<file path="src/rtl/jtag_drv_pkg.sv">
// Shared types and constants for the simulation-side JTAG initiator.
package jtag_drv_pkg;

  typedef enum logic [3:0] {
    ST_TLR,
    ST_IDLE,
    ST_RTI,
    ST_SEL_DR,
    ST_SEL_IR,
    ST_CAPTURE,
    ST_SHIFT,
    ST_EXIT1,
    ST_UPDATE,
    ST_RESP
  } drv_state_e;

  localparam int TLR_CYCLES = 5;

  localparam logic [4:0] IR_IDCODE = 5'h01;
  localparam logic [4:0] IR_DTMCS  = 5'h10;
  localparam logic [4:0] IR_DMI    = 5'h11;

endpackage

</file>
<file path="src/rtl/jtag_tck_gen.sv">
// TCK divider: tck toggles every TCK_DIV clk while enabled; rise/fall strobes
// mark the clk edge on which tck changes. Disabled -> tck held 0, counter cleared.
module jtag_tck_gen #(
  parameter int TCK_DIV = 4
) (
  input  logic clk,
  input  logic rst,
  input  logic en,
  output logic tck,
  output logic tck_rise,
  output logic tck_fall
);

  localparam int CW = $clog2(TCK_DIV);

  logic [CW-1:0] cnt;
  logic          wrap;

  assign wrap     = en && (cnt == CW'(TCK_DIV - 1));
  assign tck_rise = wrap && !tck;
  assign tck_fall = wrap && tck;

  // half-period counter and tck level
  always_ff @(posedge clk or posedge rst) begin
    if (rst) begin
      cnt <= '0;
      tck <= 1'b0;
    end else if (!en) begin
      cnt <= '0;
      tck <= 1'b0;
    end else if (wrap) begin
      cnt <= '0;
      tck <= ~tck;
    end else begin
      cnt <= cnt + 1'b1;
    end
  end

endmodule

</file>
<file path="src/rtl/jtag_tap_driver.sv">
// JTAG initiator: walks the 1149.1 TAP for IR/DR scans issued over valid/ready.
// Optional build macro JTAG_TAP_DRIVER_TRACE_EN adds $display tracing only.
module jtag_tap_driver #(
  parameter int TCK_DIV = 4,
  parameter int MAX_LEN = 64,
  parameter int IR_LEN  = 5,
  parameter int LEN_W   = 7
) (
  input  logic               clk,
  input  logic               rst,
  input  logic               cmd_valid,
  output logic               cmd_ready,
  input  logic               cmd_is_ir,
  input  logic [LEN_W-1:0]   cmd_len,
  input  logic [MAX_LEN-1:0] cmd_data,
  output logic               rsp_valid,
  input  logic               rsp_ready,
  output logic [MAX_LEN-1:0] rsp_data,
  output logic               busy,
  output logic               jtag_tck,
  output logic               jtag_tms,
  output logic               jtag_tdi,
  input  logic               jtag_tdo
);

  import jtag_drv_pkg::*;

  drv_state_e         state;
  logic [2:0]         tlr_cnt;
  logic               is_ir;
  logic [LEN_W-1:0]   len;
  logic [LEN_W-1:0]   bit_cnt;
  logic [LEN_W-1:0]   eff_len;
  logic [MAX_LEN-1:0] data;
  logic [MAX_LEN-1:0] mask;
  logic               tck_en;
  logic               tck_rise;
  logic               tck_fall;

  assign tck_en = (state != ST_IDLE) && (state != ST_RESP);

  jtag_tck_gen #(.TCK_DIV(TCK_DIV)) u_tck_gen (
    .clk      (clk),
    .rst      (rst),
    .en       (tck_en),
    .tck      (jtag_tck),
    .tck_rise (tck_rise),
    .tck_fall (tck_fall)
  );

  // scan length after IR override and clamping to the data width
  always_comb begin
    eff_len = cmd_len;
    if (cmd_is_ir) begin
      eff_len = LEN_W'(IR_LEN);
    end else if (cmd_len > LEN_W'(MAX_LEN)) begin
      eff_len = LEN_W'(MAX_LEN);
    end else begin
      eff_len = cmd_len;
    end
  end

  // TAP walk: the state names the TCK cycle in progress; TMS/TDI for the
  // next cycle are set on each fall, TDO is sampled on each rise in SHIFT
  always_ff @(posedge clk or posedge rst) begin
    if (rst) begin
      state     <= ST_TLR;
      tlr_cnt   <= 3'd0;
      is_ir     <= 1'b0;
      len       <= '0;
      bit_cnt   <= '0;
      data      <= '0;
      mask      <= '0;
      jtag_tms  <= 1'b1;
      jtag_tdi  <= 1'b0;
      cmd_ready <= 1'b0;
      rsp_valid <= 1'b0;
      rsp_data  <= '0;
      busy      <= 1'b1;
    end else begin
      case (state)
        ST_TLR: if (tck_fall) begin
          if (tlr_cnt == 3'(TLR_CYCLES)) begin
            state     <= ST_IDLE;
            cmd_ready <= 1'b1;
            busy      <= 1'b0;
          end else begin
            tlr_cnt  <= tlr_cnt + 3'd1;
            jtag_tms <= (tlr_cnt < 3'(TLR_CYCLES - 1));
          end
        end
        ST_IDLE: if (cmd_valid && cmd_ready) begin
          cmd_ready <= 1'b0;
          busy      <= 1'b1;
          is_ir     <= cmd_is_ir;
          len       <= eff_len;
          data      <= cmd_data;
          mask      <= MAX_LEN'(1);
          bit_cnt   <= '0;
          rsp_data  <= '0;
          // an empty DR scan never touches the TAP
          if (!cmd_is_ir && eff_len == '0) begin
            state     <= ST_RESP;
            rsp_valid <= 1'b1;
          end else begin
            state    <= ST_RTI;
            jtag_tms <= 1'b1;
          end
        end
        ST_RTI: if (tck_fall) begin
          state    <= ST_SEL_DR;
          jtag_tms <= is_ir;
        end
        ST_SEL_DR: if (tck_fall) begin
          state    <= is_ir ? ST_SEL_IR : ST_CAPTURE;
          jtag_tms <= 1'b0;
        end
        ST_SEL_IR: if (tck_fall) begin
          state    <= ST_CAPTURE;
          jtag_tms <= 1'b0;
        end
        ST_CAPTURE: if (tck_fall) begin
          state    <= ST_SHIFT;
          jtag_tms <= (len == LEN_W'(1));
          jtag_tdi <= data[0];
          data     <= data >> 1;
        end
        ST_SHIFT: begin
          if (tck_rise) begin
            rsp_data <= rsp_data | (jtag_tdo ? mask : '0);
            mask     <= mask << 1;
          end
          if (tck_fall) begin
            if (bit_cnt + LEN_W'(1) == len) begin
              state    <= ST_EXIT1;
              jtag_tms <= 1'b1;
              jtag_tdi <= 1'b0;
            end else begin
              bit_cnt  <= bit_cnt + LEN_W'(1);
              jtag_tms <= (bit_cnt + LEN_W'(2) == len);
              jtag_tdi <= data[0];
              data     <= data >> 1;
            end
          end
        end
        ST_EXIT1: if (tck_fall) begin
          state    <= ST_UPDATE;
          jtag_tms <= 1'b0;
        end
        ST_UPDATE: if (tck_fall) begin
          state     <= ST_RESP;
          rsp_valid <= 1'b1;
        end
        ST_RESP: if (rsp_ready) begin
          state     <= ST_IDLE;
          rsp_valid <= 1'b0;
          cmd_ready <= 1'b1;
          busy      <= 1'b0;
        end
        default: begin
          state    <= ST_TLR;
          tlr_cnt  <= 3'd0;
          jtag_tms <= 1'b1;
          busy     <= 1'b1;
        end
      endcase
    end
  end

`ifdef JTAG_TAP_DRIVER_TRACE_EN
  logic [MAX_LEN-1:0] trace_tdi;

  // scan and TAP-reset trace messages
  always_ff @(posedge clk) begin
    if (state == ST_IDLE && cmd_valid && cmd_ready) trace_tdi <= cmd_data;
    if (state == ST_RESP && rsp_ready)
      $display("%0t jtag_tap_driver %s len=%0d tdi=%h tdo=%h", $time,
               is_ir ? "IR" : "DR", len, trace_tdi, rsp_data);
    if (state == ST_TLR && tck_fall && tlr_cnt == 3'd0)
      $display("%0t jtag_tap_driver TAP reset", $time);
  end
`endif

endmodule

</file>
<file path="config.mk">
export PLATFORM = sky130hd
export DESIGN_NAME = jtag_tap_driver
export DESIGN_NICKNAME = d
export VERILOG_FILES = /design/src/rtl/jtag_drv_pkg.sv /design/src/rtl/jtag_tck_gen.sv /design/src/rtl/jtag_tap_driver.sv
export SDC_FILE = /design/constraint.sdc
export NUM_CORES = 1
export LEC_CHECK = 0
export CAP_MARGIN = 15
export CORE_MARGIN = 1
export CORE_UTILIZATION = 50
export CTS_BUF_LIST = sky130_fd_sc_hd__clkbuf_2 sky130_fd_sc_hd__clkbuf_4 sky130_fd_sc_hd__clkbuf_8
export CTS_CLUSTER_SIZE = 30
export DETAILED_ROUTE_END_ITERATION = 8
export GPL_ROUTABILITY_DRIVEN = 0
export PLACE_DENSITY = 0.79
export SLEW_MARGIN = 0
export SYNTH_ARGS = -nofsm -noshare
export SYNTH_HDL_FRONTEND = slang
export SYNTH_SLANG_ARGS = --single-unit
</file>
<file path="constraint.sdc">
create_clock -name clk -period 10.6 [get_ports clk]
set_clock_uncertainty 0.05 [all_clocks]
set_input_delay 2.12 -clock clk [delete_from_list [all_inputs] [get_ports clk]]
set_output_delay 2.12 -clock clk [all_outputs]
set_load 0.02 [all_outputs]
</file>
==> summary.txt, run 1 <==
Global routing
  • Global-route wire length before repair: 34100 microns
  • Vias in the first global route: 6827
  • GRT overflow: 0
  • Total track usage: a little over a fifth
  • Antenna violations before repair: 0
  • Largest net degree at the start of global routing: 128

Worst setup path
  • Arrival time at the worst endpoint: 4610 ps
  • Worst path required time: 10990 ps
  • CP Max Fanout: 71
  • Startpoint Class: input pin
  • Crit Path Class: input pin to flop
  • Worst setup EP type: flop

STA
  • Fmax: 237 MHz
  • Setup violators final: 0
  • Slew @ Worst Pin: 1090 ps
  • Worst hold margin: between 400 and 500 ps
  • Setup TNS: 0 ps
  • Final Hold Viols: 0
  • Final worst path period share: around two fifths
  • Crit path time final: between 4000 and 5000 ps
  • Final Max Tran Viols: 0
  • Slew headroom: 27.5%
  • RSZ-0062 raised after global routing: false

Power and ir drop
  • Pwr/cell area: 149 nW/um^2
  • Leak: 5.81 nW
  • Peak supply drop: 0.109 mV
  • Pwr Total: ~0.0018 W

CTS
  • H-tree levels: 2
  • Clock Latency Late Sink: 530 ps
  • Clock transition at path regs: 60 ps
  • Post-cts sizing count: 0
  • Hold_buf cts: 0
  • Clock Tree Root: clkbuf_8
  • Post-CTS Setup Repair Bufs: 0
  • Clock sink count: 222
  • CTS max path bufs: 3
  • CTS tree: done
  • Cts bufs inserted: 37

Floorplanning
  • Die Wd: roughly 140 microns
  • Die area: 19500 sq um
  • Num ports: 147
  • Starting density of the core: between 50 and 60%
  • # rows: 49
  • Die H: 140 microns
  • Placeable core area: 18300 sq um

Synthesis
  • Fraction of registers with async set/reset: between 90% and 100%
  • Mapped Area: 9480 sq um
  • Sequential area share after synthesis: 58.6%
  • Syn_nets: 994
  • Largest area contributor in the netlist: dfrtp_1
  • Mapped Avg Cell Area: 10.4 sq um
  • Syn. warnings: 0
  • Top FF cell, synth: dfrtp_1
  • Post-synth top area share: 58.1%
  • Most numerous cell in the Yosys netlist: dfrtp_1
  • Synth top cells by count: 220 x dfrtp_1, 143 x nand2_1, 94 x o21ai_0, 82 x nor2_1, 77 x a21oi_1
  • Synth unique cells: 53
  • Dominant cells by area after synthesis: dfrtp_1 58%, mux2i_1 6.8%, nand2_1 5.7%
  • Synthesized flop and latch total: between 200 and 250
  • Number of synthesized flops with an enable pin: 0
  • Cells after synthesis: 912

Flow run
  • Max-cap violations: 0

Routing
  • Pre-antenna DRT Iters: 5
  • Vias per cell: 5.46
  • Drc violations: 0
  • Detailed Route Iter0 Violations: 477
  • Final ANT Viol Nets: 0
  • Via count: ~7100
  • WL/cell: 16.0 microns
  • DRT Wirelength: approximately 21000 microns

Layout
  • Final net count: ~1100
  • Layout cell share with drive strength beyond 1: 8.62%
  • ANT cells: 0
  • Post-Layout Inst Area: 11800 sq um
  • Final Non-Filler Cells: 1296
  • Syn-to-layout area delta: 24.5%

Placed design
  • Final HPWL DP: 12900 microns
  • Port bufs: about 150
  • Placed insts: 1230
  • Placed Area: 11000 sq um

Hold path
  • HP Class: flop to flop

Status
  • Status: complete, no violations
registers in the layout, summed over array words and instances, names as in the netlist:
register       flops
rsp_valid          1
jtag_tdi           1
rsp_data          64
u_tck_gen.tck      1
data              64
bit_cnt            7
mask              64
is_ir              1
tlr_cnt            3
busy               1
cmd_ready          1
len                7
jtag_tms           1
u_tck_gen.cnt      2
state              4
report_power, final:
group	total, W	leakage [nW]	internal, W	switching [W]
sequential	0.000875	2.99	0.000864	0.0000112
combinational	0.0000983	2.40	0.0000460	0.0000523
clock	0.000789	0.427	0.000450	0.000340
total	0.00176	5.81	0.00136	0.000403
metrics by stage:
| stage | worst slack [ps] | utilization [%] |
|---|---|---|
| after floorplan | 2360 | - |
| after global placement | 5950 | 60.2 |
| after detailed placement | 5860 | 60.2 |
| after CTS | 6400 | 64.6 |
| after global routing | 6220 | 64.6 |
| final | 6380 | 64.6 |
path summary, 6_finish.rpt:
check / startpoint / endpoint / slack (ps) / cells past startpoint
setup / recovery: cmd_valid / rsp_data[15]$_DFFE_PP0P_ / 6380 / 9
hold / removal: u_tck_gen.cnt[0]$_DFF_PP0_ / u_tck_gen.cnt[0]$_DFF_PP0_ / 400 / 1
setup reg to reg: state[3]$_DFFE_PP0P_ / data[38]$_DFFE_PP0P_ / 6890 / 7
hold reg to reg: u_tck_gen.cnt[0]$_DFF_PP0_ / u_tck_gen.cnt[0]$_DFF_PP0_ / 400 / 1
max in group asynchronous: rst / data[25]$_DFFE_PP0P_ / 7170 / 3
min in group asynchronous: rst / data[47]$_DFFE_PP0P_ / 2110 / 2
final cells by class:
cell class / count / area [sq um]
multi-input cells: 618 / 3610
repair buffers: 153 / 1510
flip-flops and latches: 222 / 5560
well taps: 229 / 287
inverters: 8 / 37.5
clock buffers: 56 / 696
clock inverters: 10 / 96.3
fillers: 1504 / 6470
cell usage in the layout, fill, tap and decap left out, types with 9 or more instances in the layout:
master / count
dfrtp_1: 220
clkdlybuf4s50_1: 146
nand2_1: 143
o21ai_0: 93
nor2_1: 81
a21oi_1: 77
mux2i_1: 64
clkbuf_8: 44
a22o_1: 40
clkbuf_4: 12
o21ai_1: 11
nor3_1: 10
nand3_1: 9
metal layers:
| layer | vias to the layer above | wire length, microns | GRT usage [%] | part of all wire [%] |
|---|---|---|---|---|
| met1 | 3430 | 9130 | 29.4 | 44 |
| met4 | 0 | 478 | 8.73 | 2.3 |
| li1 | 3429 | - | - | - |
| met2 | 191 | 10000 | 33.8 | 48 |
| met3 | 32 | 1160 | 4.58 | 5.6 |
| met5 | - | 0 | 0 | 0 |
cell families after synthesis:
family / count (synthesis) / synth area share, %
adder cells (fa/ha/maj): 5 / 0.660
buffers and inverters: 72 / 3.55
AND/OR/NAND/NOR: 280 / 12.6
AO/OA/AOI/OAI: 254 / 16.3
XOR/XNOR: 14 / 1.29
multiplexers: 65 / 6.88
flip-flops: 222 / 58.6
worst max-delay path, cell delays in order:
cell	delay, ps
clkdlybuf4s50_1	500
nand2_1	110
nor2_4	120
buf_4	610
nor2_4	100
nor2b_4	120
buf_4	540
a21oi_1	170
nor2_1	130
Power figures use the tool's default switching activity.
==> run 2, diff against run 1 <==
- PLACE_DENSITY: 0.79 -> 0.82
- clock period: 10.6 -> 3.8 ns (I/O delays scaled with it)
==> run 2 against run 1 <==
Effect of this change:
- clock-buffer cell count rose by 4
- final area rose by 1.2%
- combinational power rose to 2.9 times the previous value
- worst hold slack got worse by 17 ps
- sequential cell count did not move
- global-route usage rose by 0.40 points
- routed wire length rose by 0.42%
- largest power group unchanged
- register-to-register slack got worse by 5900 ps
- largest cell class unchanged
- sequential share of layout area fell by 0.58 points
- via count fell by 0.18%
==> summary.txt, run 2 (synthesized netlist as in run 1, its figures left out) <==
Power and ir drop
  • Combinational share of power: 5.6%
  • Pwr/cell area: 421 nW/um^2
  • Peak supply drop: 0.277 mV
  • Pwr Total: 0.00503 W
  • Sw Pwr: 0.00112 W
  • Switch share: between 20% and 30%
  • Int Power: 0.00392 W
  • Leak: 5.87 nW
  • Clock share of power: 45.9%
  • Flop pwr share: 48.5%

Worst setup path
  • Startpoint Class: flop
  • Critical path's top delay family: compound AO/OA/AOI/OAI gates
  • Crit-path cells: ha_1 > nand3_1 > or2_2 > o221ai_2 > o211ai_1 > and2_1 > a211o_1
  • Worst setup EP type: flop
  • CP max stage cell: dfrtp_1
  • CP Capture Point: bit_cnt[5]$_DFFE_PP0P_
  • Crit Path Class: flop to flop
  • Reg-to-reg startpoint: bit_cnt[1]$_DFFE_PP0P_
  • CP Max Fanout: 12
  • Worst path required time: 4150 ps
  • R2R cell count: 7
  • Crit-path max cell delay: 450 ps
  • Bufs and invs on worst path: 0
  • Worst Setup SP: bit_cnt[1]$_DFFE_PP0P_
  • R2r setup slk: 1010 ps
  • Crit path depth: 7
  • RR Endpoint: bit_cnt[5]$_DFFE_PP0P_
  • Arrival time at the worst endpoint: 3140 ps

Layout
  • Syn-to-layout area delta: 26.0%
  • ANT cells: 0
  • Area of the multi-input gates: 3610 sq um
  • Commonest non-fill, non-tap cell in the layout: dfrtp_1
  • Final net count: 1131
  • Largest regs: data (64), mask (64), rsp_data (64)
  • Fillers: 1401
  • Layout cell share with drive strength beyond 1: 9.39%
  • Storage cell area: 5560 sq um
  • Final Non-Filler Cells: 1305
  • Most frequent cells in the layout: 220 x dfrtp_1, 146 x clkdlybuf4s50_1, 143 x nand2_1

STA
  • Slew @ Worst Pin: 820 ps
  • Final setup margin: 1010 ps
  • Final worst path period share: 73.4%
  • Worst hold margin: 385 ps
  • RSZ-0062 raised after global routing: false
  • Crit path time final: 2790 ps
  • Setup violators final: 0
  • Final Max Tran Viols: 0
  • Setup TNS: 0 ps
  • Fmax: between 300 and 400 MHz
  • Final Hold Viols: 0
  • Slew headroom: approximately 45%

CTS
  • Clock transition at path regs: roughly 60 ps
  • H-tree levels: 2
  • Post-CTS Setup Repair Bufs: 0
  • Clock Tree Root: clkbuf_8
  • CTS tree: done
  • Post-cts sizing count: 0
  • Clock sink count: 222
  • Clock Latency Late Sink: a little over 500 ps
  • Cts bufs inserted: 38
  • Hold_buf cts: 0
  • CTS max path bufs: 3

Floorplanning
  • Die Wd: 140 microns
  • Starting density of the core: 51.9%
  • Die H: 140 microns
  • Num ports: 147
  • Die area: 19500 sq um
  • # rows: 49
  • Placeable core area: between 15000 and 20000 sq um

Routing
  • DRT Wirelength: around 21000 microns
  • Pre-antenna DRT Iters: 4
  • WL/cell: 16.0 microns
  • Vias per cell: 5.42
  • Final ANT Viol Nets: 0
  • Detailed Route Iter0 Violations: 528
  • Via count: 7069
  • Drc violations: 0

Placed design
  • Worst slack, placed: 1040 ps
  • Placed insts: 1238
  • Final HPWL DP: 13200 microns
  • Port bufs: between 100 and 150

Global routing
  • Largest net degree at the start of global routing: 128
  • Global-route wire length before repair: 34700 microns
  • GRT overflow: 0
  • Total track usage: 22.0%
  • Vias in the first global route: a little under 7000
  • Antenna violations before repair: 1

Status
  • Status: complete, no violations

Hold path
  • HP Class: flop to flop

Flow run
  • Max-cap violations: 0
[run 2: cell types whose count changed in the layout (fill, tap and decap cells not counted)]
cell        previous run  this run
clkbuf_4              12        14
inv_8                  2         0
clkinvlp_4             0         3
clkinv_8               1         0
clkinv_2               6         2
buf_12                 0         4
buf_4                  7        11
clkbuf_8              44        46
bufinv_16              1         2
[run 2: how the worst min path moves through the flow]
stage                                     from                         end  slack [ps]  depth (start not counted)
floorplan           u_tck_gen.cnt[0]$_DFF_PP0_  u_tck_gen.cnt[0]$_DFF_PP0_         360                          1
global placement    u_tck_gen.cnt[0]$_DFF_PP0_  u_tck_gen.cnt[0]$_DFF_PP0_         380                          1
detailed placement  u_tck_gen.cnt[0]$_DFF_PP0_  u_tck_gen.cnt[0]$_DFF_PP0_         390                          1
CTS                 u_tck_gen.cnt[0]$_DFF_PP0_  u_tck_gen.cnt[0]$_DFF_PP0_         390                          1
global route        u_tck_gen.cnt[0]$_DFF_PP0_  u_tck_gen.cnt[0]$_DFF_PP0_         420                          1
finish              u_tck_gen.cnt[0]$_DFF_PP0_  u_tck_gen.cnt[0]$_DFF_PP0_         380                          1
[run 2: per-stage QoR]
step | util (%) | cell area, sq um
after CTS | 65.4 | 11900
after global routing | 65.4 | 11900
after detailed placement | 60.8 | 11100
after global placement | 60.8 | 11100
after floorplan | - | 9480
final | 65.4 | 11900
[run 2: area by class of cell]
type | count | share of cell area, %
clock buffers | 60 | 6.18
repair buffers | 161 | 13.6
inverters | 8 | 0.283
flip-flops and latches | 222 | 46.5
clock inverters | 7 | 0.786
well taps | 229 | 2.40
multi-input cells | 618 | 30.2
[run 2: per-layer routing]
layer | global-route usage, % | wire [microns] | up-vias
li1 | - | - | 3443
met1 | 31.3 | 9380 | 3405
met5 | 0 | 13 | -
met3 | 5.71 | 1260 | 31
met2 | 32.8 | 9810 | 188
met4 | 7.29 | 388 | 2
[run 2: worst register-to-register path: cells and delay by family, from the launching register on]
family,cells,cell delay [ps]
AO/OA/AOI/OAI,3,940
flip-flops,1,450
adder cells (fa/ha/maj),1,310
AND/OR/NAND/NOR,3,920
[run 2: power by group through the flow]
stage	clock (W)	sequential [W]	combinational [W]
floorplan	0	0.00248	0.000157
global placement	0	0.00248	0.000282
detailed placement	0	0.00248	0.000288
CTS	0.00237	0.00244	0.000289
global route	0.00248	0.00245	0.000319
finish	0.00231	0.00244	0.000284
